File: config.mk
export PLATFORM = sky130hd
export DESIGN_NAME = bit_serializer
export DESIGN_NICKNAME = d
export VERILOG_FILES = /design/src/rtl/bit_serializer_pkg.sv /design/src/rtl/bit_serializer.sv
export SDC_FILE = /design/constraint.sdc
export NUM_CORES = 1
export LEC_CHECK = 0
export BUFFER_PORTS_ARGS = -buffer_cell sky130_fd_sc_hd__buf_2
export CORE_ASPECT_RATIO = 1.1
export CORE_MARGIN = 1.5
export CORE_UTILIZATION = 53
export CTS_CLUSTER_DIAMETER = 80
export DETAILED_ROUTE_END_ITERATION = 8
export PLACE_DENSITY_LB_ADDON = 0.25
export SLEW_MARGIN = 0
export SYNTH_ARGS = -nofsm -noshare
export SYNTH_HDL_FRONTEND = slang
export SYNTH_SLANG_ARGS = --single-unit
File: constraint.sdc
create_clock -name clk -period 2.05 [get_ports clk]
set_input_delay 0.3075 -clock clk [delete_from_list [all_inputs] [get_ports clk]]
set_output_delay 0.3075 -clock clk [all_outputs]
set_load 0.005 [all_outputs]
File: src/rtl/bit_serializer_pkg.sv
// Shared definitions for the bit serializer: state encoding and default word width.
package bit_serializer_pkg;

   localparam int DEFAULT_WIDTH = 8;

   typedef enum logic {
      IDLE  = 1'b0,
      SHIFT = 1'b1
   } state_t;

endpackage

File: src/rtl/bit_serializer.sv
// Parallel-to-serial converter with a shift enable, gapless back-to-back
// reload on the last bit, and a one-cycle done pulse per completed frame.
//
// state | meaning
// ------+----------------------------------------------------------------
// IDLE  | no frame in flight; sout/sout_valid low; en ignored; ready high
// SHIFT | sout carries frame bit number bit_cnt; advances when en is high
module bit_serializer
   import bit_serializer_pkg::*;
#(
   parameter int WIDTH     = DEFAULT_WIDTH,
   parameter bit MSB_FIRST = 1'b1
) (
   input  logic             clk,
   input  logic             rst,
   input  logic [WIDTH-1:0] data_in,
   input  logic             load,
   output logic             ready,
   input  logic             en,
   output logic             sout,
   output logic             sout_valid,
   output logic             done
);

   localparam int            CW   = $clog2(WIDTH);
   localparam logic [CW-1:0] LAST = CW'(WIDTH - 1);

   state_t           state;
   logic [WIDTH-1:0] shreg;
   logic [CW-1:0]    bit_cnt;
   logic             last_bit;
   logic             accept;

   // Bit that leaves the word first for the configured shift order.
   function automatic logic head_bit(input logic [WIDTH-1:0] w);
      return MSB_FIRST ? w[WIDTH-1] : w[0];
   endfunction

   // Word with its head bit consumed; the next head is then in place.
   function automatic logic [WIDTH-1:0] drop_head(input logic [WIDTH-1:0] w);
      return MSB_FIRST ? {w[WIDTH-2:0], 1'b0} : {1'b0, w[WIDTH-1:1]};
   endfunction

   // A load is taken when idle, or on the edge that retires the last bit.
   always_comb begin
      last_bit = (state == SHIFT) && (bit_cnt == LAST);
      ready    = (state == IDLE) || (last_bit && en);
      accept   = load && ready;
   end

   // Serializer FSM with inline shift register, bit counter and registered outputs.
   // shreg holds the bits still to be sent; sout holds the bit currently on the wire.
   always_ff @(posedge clk or negedge rst) begin
      if (!rst) begin
         state      <= IDLE;
         shreg      <= '0;
         bit_cnt    <= '0;
         sout       <= 1'b0;
         sout_valid <= 1'b0;
         done       <= 1'b0;
      end else begin
         done <= 1'b0;
         if (last_bit && en) begin
            done <= 1'b1;
         end
         if (accept) begin
            state      <= SHIFT;
            shreg      <= drop_head(data_in);
            sout       <= head_bit(data_in);
            sout_valid <= 1'b1;
            bit_cnt    <= '0;
         end else begin
            case (state)
               IDLE: begin
                  sout       <= 1'b0;
                  sout_valid <= 1'b0;
               end
               SHIFT: begin
                  if (en) begin
                     if (last_bit) begin
                        state      <= IDLE;
                        shreg      <= '0;
                        bit_cnt    <= '0;
                        sout       <= 1'b0;
                        sout_valid <= 1'b0;
                     end else begin
                        shreg   <= drop_head(shreg);
                        sout    <= head_bit(shreg);
                        bit_cnt <= bit_cnt + CW'(1);
                     end
                  end
               end
               default: begin
                  state      <= IDLE;
                  sout       <= 1'b0;
                  sout_valid <= 1'b0;
               end
            endcase
         end
      end
   end

endmodule

* Word level (Yosys, flattened, before mapping)
Cells that the tools add are included.
Storage, ports and cells: register bits 15, latch bits 0, RAM bits 0, bits in read-only memories 0, input port bits 12, output and inout port bits 4, word-level logic and storage cells 40, memories kept 0
Operators by class: add/subtract/negate cells 1, multipliers 0, div/mod/pow operators 0, $lt $le $gt $ge 0, equality and inequality tests 3, shift operators 0, muxes and demuxes 21, bitwise gates (word level) 1, reduce and logical (&&, ||, !) cells 8
Operators by type and width (number):
- 8-bit 2-to-1 mux | 4
- 3-bit 2-to-1 mux | 4
- 1-bit 2-to-1 mux | 11
- 1-bit case mux with 2 select lines | 2
- 2-bit AND reduction | 2
- 2-bit nonzero test | 2
- 3-bit by 1-bit adder with 3-bit output (second input constant) | 1
- 3-bit equality test (second input constant) | 1
- 1-bit logical AND | 3
- 3-bit by 1-bit != test with 1-bit output (second input constant) | 1
- 3-bit by 2-bit != test with 1-bit output (second input constant) | 1
- 1-bit logical OR | 1
- 1-bit inverter | 1

* Logic depth before layout (Yosys ltp)
word-level depth 7, gate-level depth with buffers 6, gate-level depth less buffers 5

* Worst setup path before layout
Ideal clock, no wire load.
path type reg-to-reg, start point register bit_cnt[0], end point register sout_valid, setup time 0.125 ns, data arrival time 1.362 ns, data required time 1.925 ns, setup slack 0.563 ns, stages on the path, launching flop included 7, buffers on the path 1, period minus slack after synthesis 1.487 ns, cells stage by stage dfrtp_1 -> ha_1 -> ha_1 -> buf_6 -> nand2_4 -> nand2_4 -> mux2_4
Between the ends: word-level cells in the longest chain between the ends 7, elaborated cells between the ends (all ways) 9, those cells by class eq/ne: 3; mux: 1; reduce/logical: 5
Ends and longest elaborated chain:
- start: declaration | RTL line bit_serializer.sv:30 | logic [CW-1:0] bit_cnt;
- start signal: assignment | RTL line bit_serializer.sv:89 | bit_cnt <= bit_cnt + CW'(1);
- 3-bit equality test (*) | RTL line bit_serializer.sv:46 | last_bit = (state == SHIFT) && (bit_cnt == LAST);
- 1-bit logical AND (*) | RTL line bit_serializer.sv:46
- 1-bit logical AND (*) | RTL line bit_serializer.sv:47 | ready = (state == IDLE) || (last_bit && en);
- 1-bit logical OR (*) | RTL line bit_serializer.sv:47
- named net ready | RTL line bit_serializer.sv:18 | output logic ready,
- 1-bit logical AND (*) | RTL line bit_serializer.sv:48 | accept = load && ready;
- 3-bit by 1-bit != test with 1-bit output (no source line) or 3-bit by 2-bit != test with 1-bit output (tied branches)
- 2-bit AND reduction (no source line)
- end signal: assignment | RTL line bit_serializer.sv:59 | sout_valid <= 1'b0;
- end signal: assignment | RTL line bit_serializer.sv:70 | sout_valid <= 1'b1;
- end signal: assignment | RTL line bit_serializer.sv:76 | sout_valid <= 1'b0;
- end: declaration | RTL line bit_serializer.sv:21 | output logic sout_valid,
The timed path passes the listed nets; every way through them passes the cells marked *. A chain may end at the register's enable or synchronous reset.

* Worst setup path in the final report
start point register bit_cnt[0], end point output port ready
Between the ends: word-level cells in the longest chain between the ends 4
Ends and longest elaborated chain (RTL line):
- 3-bit equality test | bit_serializer.sv:46
- 1-bit logical AND | bit_serializer.sv:46
- 1-bit logical AND | bit_serializer.sv:47
- 1-bit logical OR | bit_serializer.sv:47
- end: declaration | bit_serializer.sv:18
No other way between the ends.

==> flow_summary.yaml <==
run_status:
  status: "completed"
floorplan:
  die_area_um2: 1880
  die_x_um: 41.5
  start_util_pct: 56.0
  row_count: 15
  die_height_um: 45.3
  pin_count: 16
  core_um2: 1540
timing:
  finalCriticalPeriod_ns: 1.97
  fin_crit_sh_pct: 95.9
  maxSlewHeadroom_pct: 58.8
  hold_viol: 0
  setup_tns_ns: 0
  worst_pin_slew_ns: 0.618
  max_freq_mhz: 509
  setup_violations: 0
  drv_slew: 0
  rsz0062_at_grt: "no"
  finalClockSkew_ns: 0.00180
  timing.final.ws_setup_ns: 0.0844
route:
  dr.pass1.iters: 4
  drcViolationCount: 0
  wl_per_cell_um: 14.1
  vias: 646
  viasPerCell: 5.87
  final_antenna_net_count: 0
  drtIter0Drc: 14
  wirelength_um: 1550
setup_path:
  rr_endpoint: "shreg[7]"
  endpoint_kind: "output port"
  start_kind: "flop"
  crit_chain: "ha_1 > ha_1 > nand2_4 > nand2_4 > buf_2"
  rrSetupSlack_ns: 0.30
  path_delay_family: "adder cells"
  reg2regPathDepth: 5
  cp_max_fo: 17
  cpMaxStageDelayCell: "ha_1"
  required_ns: 1.74
  crit_arrival_ns: 1.66
  max_stage_delay_ns: 0.51
  path_buf_inv: 1
  path_class: "reg -> out"
  timing.rr.start: "bit_cnt[0]"
cts:
  cts_sinks: 14
  clk_latency_ns: 0.27
  cts_tree: "built"
  cts-root-buf: "clkbuf_4"
  cts_resized: 0
  cts_buffer_depth: 2
  htree_num_levels: 1
  clk_pin_slew_worst_paths_ns: 0.08
  cts_buffers: 3
placed_design:
  gp_congestion: 0.696
  dp.cells: 105
  pre_cts_ws_ns: 0.321
  dp_hpwl_um: 1100
  portBuffers: 15
grt:
  grt_pass1_vias: 581
  antenna_found_initial: 0
  grt_util_met2_pct: 27.8
  globalRouteMet1Util_pct: 25.6
  grt_util_all_layers_pct: 18.2
  use_met3_pct: 3.60
  grt_max_degree: 20
  grt_pass1_wl_um: 2620
  grt.busiest_layer: "met2"
  grt-ovfl-total: 0
power_and_ir_drop:
  p_leak_uw: 0.000483
  vdd_drop_max_mv: 0.517
  power.density_nw_per_um2: 1100
worst_hold_path:
  holdPathStages: 3
  hold_start: "data_in[7]"
  hold_path.class: "in -> reg"
  holdPathEnd: "sout"
final_layout:
  nets: 108
  fillers: 142
  area_growth_pct: 9.87
  seqCellArea_um2: 350
  antenna_cells: 0
  multi_input_area_um2: 443
  drive_gt1_share_pct: 29.0
  instances_no_fill: 110
logic_synthesis:
  syn-mean-instance-area_um2: 10.9
  netlist_instances: 79
  yosysUniqueCellTypes: 24
  synth_nets: 93
  synth_seq_area_share_pct: 40.6
  syn_area_um2: 862
  yosys_warnings: 0
  ys_seq_elements: 14
job:
  maxCapViolCount: 0
routing by layer:
layer | routed length (um) | part of all wire (%)
met5 | 0 | 0
met4 | 14 | 0.90
met3 | 47 | 3.0
met2 | 714 | 46
met1 | 776 | 50
synth_stat cells:
cell type | instances | area, um2
dfrtp_1 | 14 | 350
nand2b_1 | 2 | 12.5
nand4_1 | 1 | 6.26
ha_1 | 2 | 25.0
buf_6 | 4 | 45.0
and2b_1 | 5 | 37.5
o211ai_1 | 1 | 7.51
mux2i_1 | 8 | 80.1
a22o_1 | 2 | 17.5
nor2b_1 | 1 | 6.26
and2b_4 | 1 | 10.0
and3_2 | 1 | 7.51
o221ai_1 | 6 | 52.6
o2bb2ai_2 | 1 | 15.0
o22ai_1 | 3 | 18.8
nand2_1 | 9 | 33.8
buf_2 | 1 | 5.00
buf_4 | 1 | 7.51
nand2_4 | 3 | 33.8
nor2_1 | 1 | 3.75
a31oi_1 | 6 | 37.5
a22oi_1 | 1 | 7.51
mux2_4 | 2 | 30.0
inv_1 | 3 | 11.3
cell usage in the layout (no fill, tap or decap), types with 3 or more instances in the layout:
cell type  Yosys  routed
a31oi_1        6       6
and2b_1        5       5
buf_2          1      15
clkbuf_4       0       3
dfrtp_1       14      14
inv_1          3       3
mux2i_1        8       8
nand2_1        9       9
nand2_4        3       3
o221ai_1       6       6
o22ai_1        3       3
flip-flops by register name (all words and copies together), names as in the netlist:
signal      cells
shreg           7
bit_cnt         3
done            1
sout            1
sout_valid      1
state           1
worst max path at each step:
stage | start | slack (ns) | end | cells past startpoint
finish | bit_cnt[0] | 0.08 | ready | 5
floorplan | bit_cnt[0] | 0.56 | sout_valid | 6
CTS | bit_cnt[0] | 0.08 | ready | 5
global route | bit_cnt[0] | 0.003 | ready | 5
global placement | bit_cnt[0] | 0.40 | shreg[6] | 5
detailed placement | bit_cnt[0] | 0.32 | shreg[2] | 5
worst reg2reg max path, delay by kind of cell, from the launching register on:
family | cells | cell delay (ns)
adder cells (fa/ha/maj) | 2 | 0.68
AO/OA/AOI/OAI | 2 | 0.28
AND/OR/NAND/NOR | 1 | 0.25
flip-flops | 1 | 0.40
cell type report:
type,instances,area share (%)
Tap cell,17,2.25
Sequential cell,14,37.0
Timing Repair Buffer,16,8.98
Inverter,3,1.19
Multi-Input combinational cell,56,46.8
Clock buffer,4,3.83
power breakdown:
part	switching, uW	internal, uW
sequential	76.4	370
clock	86.6	108
combinational	179	221
total	342	699
per-stage QoR:
| stage | total power, uW | hold slack [ns] | utilization, % | instance area (um2) |
|---|---|---|---|---|
| 2_1_floorplan | 765 | 0.0119 | - | 862 |
| 3_3_place_gp | 832 | 0.224 | 58.5 | 901 |
| 3_5_place_dp | 848 | 0.224 | 58.5 | 901 |
| 4_1_cts | 1050 | 0.270 | 61.5 | 947 |
| 5_1_grt | 1110 | 0.289 | 61.5 | 947 |
| 6_report | 1040 | 0.276 | 61.5 | 947 |
timing repair:
| action | 4_1_cts | 5_1_grt |
|---|---|---|
| hold buffers | 1 | 0 |
| setup endpoints to repair | 0 | 0 |
| endpoints found under the hold margin | 14 | 0 |
| setup buffers | 0 | 0 |
cells by family after synthesis:
kind of cell    synth area share [%]
compound gates                  18.1
fa+ha+maj                       2.90
buf+inv                         7.98
flops                           40.6
mux                             12.8
simple gates                    17.6
Note: power is estimated with default switching activity, not from simulation.
